File: src/rtl/pipe_hazard_ctrl.sv
`default_nettype none
// ============================================================================
// Module   : pipe_hazard_ctrl
// Brief    : Five-stage pipeline hazard controller. Computes data and mul/div
//            stalls and D/E forwarding selects, and times the mul/div unit.
//            Optional stall statistics counter: HAZARD_STALL_STAT_EN.
// Revision : 1.0 - initial release
// ============================================================================
module pipe_hazard_ctrl #(
    parameter int MULT_CYC = 5,
    parameter int DIV_CYC  = 10
) (
    input  logic        clk,
    input  logic        reset,
    input  logic [4:0]  D_rs,
    input  logic [4:0]  D_rt,
    input  logic [1:0]  D_tuse_rs,
    input  logic [1:0]  D_tuse_rt,
    input  logic        D_md_use,
    input  logic [4:0]  E_rs,
    input  logic [4:0]  E_rt,
    input  logic [4:0]  E_dst,
    input  logic [1:0]  E_tnew,
    input  logic [4:0]  M_dst,
    input  logic [1:0]  M_tnew,
    input  logic [4:0]  W_dst,
    input  logic        E_md_start,
    input  logic        E_md_div,
    output logic        stall_F,
    output logic        stall_D,
    output logic        flush_E,
    output logic [1:0]  fwd_D_rs,
    output logic [1:0]  fwd_D_rt,
    output logic [1:0]  fwd_E_rs,
    output logic [1:0]  fwd_E_rt,
    output logic        md_busy,
    output logic        md_done,
    output logic [31:0] stall_cnt
);

    localparam logic [3:0] c_MULT_LOAD = 4'(MULT_CYC);
    localparam logic [3:0] c_DIV_LOAD  = 4'(DIV_CYC);

    logic [3:0] r_cnt;
    logic       w_stall_rs;
    logic       w_stall_rt;
    logic       w_stall_md;
    logic       w_stall;

    function automatic logic data_stall(
        input logic [4:0] src,
        input logic [1:0] tuse,
        input logic [4:0] e_dst,
        input logic [1:0] e_tnew,
        input logic [4:0] m_dst,
        input logic [1:0] m_tnew
    );
        return (tuse != 2'd3) && (src != 5'd0) &&
               (((src == e_dst) && (e_tnew > tuse)) ||
                ((src == m_dst) && (m_tnew > tuse)));
    endfunction

    // A matching producer that is not ready yet shadows older stages.
    function automatic logic [1:0] fwd_d_sel(
        input logic [4:0] src,
        input logic [4:0] e_dst,
        input logic [1:0] e_tnew,
        input logic [4:0] m_dst,
        input logic [1:0] m_tnew,
        input logic [4:0] w_dst
    );
        logic [1:0] sel;
        sel = 2'd0;
        if (src != 5'd0) begin
            if (src == e_dst)
                sel = (e_tnew == 2'd0) ? 2'd1 : 2'd0;
            else if (src == m_dst)
                sel = (m_tnew == 2'd0) ? 2'd2 : 2'd0;
            else if (src == w_dst)
                sel = 2'd3;
        end
        return sel;
    endfunction

    function automatic logic [1:0] fwd_e_sel(
        input logic [4:0] src,
        input logic [4:0] m_dst,
        input logic [1:0] m_tnew,
        input logic [4:0] w_dst
    );
        logic [1:0] sel;
        sel = 2'd0;
        if (src != 5'd0) begin
            if (src == m_dst)
                sel = (m_tnew == 2'd0) ? 2'd2 : 2'd0;
            else if (src == w_dst)
                sel = 2'd3;
        end
        return sel;
    endfunction

    assign w_stall_rs = data_stall(D_rs, D_tuse_rs, E_dst, E_tnew, M_dst, M_tnew);
    assign w_stall_rt = data_stall(D_rt, D_tuse_rt, E_dst, E_tnew, M_dst, M_tnew);
    assign md_busy    = (r_cnt != 4'd0) | E_md_start;
    assign w_stall_md = D_md_use & md_busy;
    assign w_stall    = w_stall_rs | w_stall_rt | w_stall_md;

    assign stall_F = w_stall;
    assign stall_D = w_stall;
    assign flush_E = w_stall;

    assign fwd_D_rs = fwd_d_sel(D_rs, E_dst, E_tnew, M_dst, M_tnew, W_dst);
    assign fwd_D_rt = fwd_d_sel(D_rt, E_dst, E_tnew, M_dst, M_tnew, W_dst);
    assign fwd_E_rs = fwd_e_sel(E_rs, M_dst, M_tnew, W_dst);
    assign fwd_E_rt = fwd_e_sel(E_rt, M_dst, M_tnew, W_dst);

    // A start while busy reloads the counter and suppresses the done pulse.
    always_ff @(posedge clk or negedge reset) begin
        if (!reset) begin
            r_cnt   <= 4'd0;
            md_done <= 1'b0;
        end else begin
            md_done <= (r_cnt == 4'd1) && !E_md_start;
            if (E_md_start)
                r_cnt <= E_md_div ? c_DIV_LOAD : c_MULT_LOAD;
            else if (r_cnt != 4'd0)
                r_cnt <= r_cnt - 4'd1;
        end
    end

`ifdef HAZARD_STALL_STAT_EN
    logic [31:0] r_stall_cnt;

    always_ff @(posedge clk or negedge reset) begin
        if (!reset)
            r_stall_cnt <= 32'd0;
        else if (w_stall && (r_stall_cnt != 32'hFFFF_FFFF))
            r_stall_cnt <= r_stall_cnt + 32'd1;
    end

    assign stall_cnt = r_stall_cnt;
`else
    assign stall_cnt = 32'd0;
`endif

endmodule
`default_nettype wire

File: config.mk
export PLATFORM = sky130hd
export DESIGN_NAME = pipe_hazard_ctrl
export DESIGN_NICKNAME = d
export VERILOG_FILES = /design/src/rtl/pipe_hazard_ctrl.sv
export SDC_FILE = /design/constraint.sdc
export NUM_CORES = 1
export LEC_CHECK = 0
export CAP_MARGIN = 20
export CORE_ASPECT_RATIO = 1.25
export CORE_MARGIN = 2
export CORE_UTILIZATION = 60
export DETAILED_ROUTE_END_ITERATION = 10
export DONT_BUFFER_PORTS = 1
export GPL_ROUTABILITY_DRIVEN = 0
export GPL_TIMING_DRIVEN = 0
export HOLD_SLACK_MARGIN = 0.05
export PLACE_DENSITY = 0.86
export SLEW_MARGIN = 20
export SYNTH_ARGS = -nofsm -noshare
export SYNTH_HDL_FRONTEND = slang
export SYNTH_SLANG_ARGS = --single-unit
File: constraint.sdc
create_clock -name clk -period 5.6 [get_ports clk]
set_input_delay 1.12 -clock clk [delete_from_list [all_inputs] [get_ports clk]]
set_output_delay 1.12 -clock clk [all_outputs]
set_load 0.05 [all_outputs]
==> metrics.md <==
| Metric | Value |
|---|---|
| Status | complete, no violations |
| Worst EP arrival | 2.83 ns |
| Clk slew on worst S/H paths | 0.04 ns |
| Via count | 1,279 |
| Core area | 2230 um2 |
| Sequential area share after synthesis | 8.62% |
| P&R area growth vs syn | 15.0% |
| Horiz. Die Dim | 48.0 um |
| Tmin final | 3.95 ns |
| Worst-Margin Slew | 1.02 ns |
| Leak pwr | 0.839 nW |
| Post-route antenna net violation count | 0 |
| Clock tree buffer depth | 2 |
| Buffer and inverter count on the worst path | 1 |
| DRT Pass-1 Iters | 4 |
| Most used cell, CP | nand2_1 |
| Final clock skew | 0.00568 ns |
| Sum Neg Setup Slack | 0 ns |
| RSZ-0062 raised after global routing | false |
| DR iter-0 viols | 14 |
| Yosys cell types | 32 |
| PortBufs | 0 |
| Syn Area/Cell | 7.68 um2 |
| Fin. max-slew vios | 0 |
| Max-cap violations | 0 |
| Fin worst setup slack | 1.65 ns |
| CP Max Fanout | 8 |
| CTS tree | built |
| H-tree depth | 1 |
| Hold WS | 0.525 ns |
| Reg2reg end | r_cnt[1]$_DFFE_PN0N_ |
| Initial Util | 64.9% |
| Max-slew headroom | 32.0% |
| Initial antenna violation count | 0 |
| Die Ht | 59.0 um |
| Largest stage delay on the critical path | 0.46 ns |
| Yosys warnings | 0 |
| Min-delay src | r_cnt[1]$_DFFE_PN0N_ |
| Setup Fix Bufs, Post-CTS | 0 |
| Final hold vios | 0 |
| Crit Path Category | input pin to output port |
| Worst ir drop on vdd | 127 uV |
| Clock Latency Late Sink | 0.24 ns |
| Largest net degree at the start of global routing | 9 |
| R2R Path Start | r_cnt[0]$_DFFE_PN0N_ |
| Cell count of the worst hold path | 1 |
| Vias in the first global route | 1,232 |
| Ratio of cells with drive above 1 in the final layout | 19.8% |
| CP startpoint kind | input pin |
| Hold_buf cts | 0 |
| Synth area leaders | xor2_1 (19%), buf_4 (18%), xnor2_1 (12%) |
| GR Util All Layers | 23.0% |
| CP required | 4.48 ns |
| Endpoint class of the critical path | output port |
| CTS Buf Count | 3 |
| Top cell type's share of synthesized area | 19.3% |
| HP Class | flip-flop to flip-flop |
| Critical path cell sequence | nor3_1 > nand2_1 > nand2_1 > o31ai_1 > a211o_1 > buf_4 |
| WL/cell | 12.7 um |
| Final period utilization | 70.5% |
| Mapped Area | 1450 um2 |
| Total gr overflow | 0 |
| Maximum clock frequency | 0.253 GHz |
| Final setup vio count | 0 |
| Total DRC errors in the routed layout | 0 |
| Layout Nets | 287 |
| DRT Wirelength | 3.28 mm |
| Mapped Cells | 189 |
| Worst-case reg-to-reg path depth | 5 |
| HPWL after DPL | 2.91 mm |
| Flops & latches, synth | 5 |
| Power Density | 186 nW/um2 |
| Clk root buf | clkbuf_4 |
| Wire length of the first global-routing pass | 4.84 mm |
| Worst Setup Slack post-DPL | 1.65 ns |
| Io pins | 93 |
| Antenna diodes | 0 |
| Drt via density | 4.96 |
| Yosys top cell by area | xor2_1 |
| Post-CTS resize count | 0 |
| Slowest-stage cell, CP | nand2_1 |
| Site Rows | 19 |
| Sink of the worst hold path | r_cnt[1]$_DFFE_PN0N_ |
| Flop2flop setup slack | 3.95 ns |
| Die area | 2830 um2 |
| CP top delay family | simple AND/OR/NAND/NOR gates |
| CTS sink cnt | 5 |
[per-stage QoR]
stage	std cells	utilization (%)	total power, W	instance area (um2)
after floorplan	220	-	0.000244	1570
after global placement	251	71.9	0.000258	1610
after detailed placement	254	73.5	0.000265	1640
after CTS	258	74.7	0.000310	1670
after global routing	258	74.7	0.000330	1670
final	258	74.7	0.000310	1670
[synth_stat cells (all sizes together)]
library cell	number
and2	2
o31ai	1
a21oi	7
a22o	1
a211o	1
a2111oi	1
nor2	8
nor4	4
nand2	13
buf	34
nor3	11
o211ai	3
a21boi	1
o21ai	3
a211oi	1
conb	1
inv	9
ha	11
dfrtp	5
xnor2	20
or4	3
xor2	32
nand3	6
nor2b	1
nand2b	3
nand4	1
a31oi	2
mux2i	2
o211a	1
o21a	1
[cells in the final DEF (no fill, tap or decap), types with 3 or more instances in the layout]
| cell type | n |
|---|---|
| a21oi_1 | 7 |
| buf_4 | 36 |
| nand2b_1 | 3 |
| clkbuf_4 | 3 |
| xor2_1 | 32 |
| ha_1 | 11 |
| inv_1 | 9 |
| nand3_1 | 6 |
| or4_1 | 3 |
| nand2_1 | 13 |
| dfrtp_1 | 5 |
| o211ai_1 | 3 |
| nor2_1 | 7 |
| o21ai_0 | 3 |
| xnor2_1 | 20 |
| conb_1 | 32 |
| nor3_1 | 9 |
[flip-flops by register name, summed over array words and instances, names as in the netlist]
signal	cells
md_done	1
r_cnt	4
[power breakdown]
part	internal, W	switching (W)
Combinational	0.0000741	0.000125
Clock	0.0000270	0.0000154
Sequential	0.0000505	0.0000176
[layer usage]
| layer | vias up | track usage [%] | share of wire (%) |
|---|---|---|---|
| li1 | 647 | - | - |
| met1 | 562 | 24.6 | 36 |
| met2 | 66 | 41.3 | 52 |
| met3 | 4 | 7.62 | 11 |
| met4 | 0 | 5.79 | 0.58 |
| met5 | - | 0 | 0 |
[logic make-up (layout without fill, tap and decap cells)]
group                    Yosys count  in the layout  synth area share [%]
buffers and inverters             43             50                  19.9
XOR/XNOR                          52             52                  31.4
other                              1             32                 0.258
AO/OA/AOI/OAI                     23             23                  10.9
multiplexers                       2              2                  1.38
flip-flops                         5              5                  8.62
AND/OR/NAND/NOR                   52             52                  18.1
adder cells (fa/ha/maj)           11             11                  9.48
[cell type report]
class                      instances  area [um2]
sequential                         5         125
fill                             214         566
buffer                            34         255
timing repair buffer               3        18.8
tap                               31        38.8
multi-input combinational        172        1170
clock buffer                       4        26.3
inverter                           9        33.8
[worst max path at each step]
| stage | cells past startpoint | slack (ns) | start | to |
|---|---|---|---|---|
| 3_5_place_dp | 6 | 1.65 | E_md_start | stall_F |
| 4_1_cts | 6 | 1.65 | E_md_start | stall_F |
| 5_1_grt | 6 | 1.57 | E_md_start | stall_F |
| 3_3_place_gp | 5 | 0.79 | W_dst[3] | fwd_E_rt[1] |
| 6_report | 6 | 1.65 | E_md_start | stall_F |
| 2_1_floorplan | 5 | 0.91 | W_dst[3] | fwd_E_rs[1] |
Power figures use the tool's default switching activity.
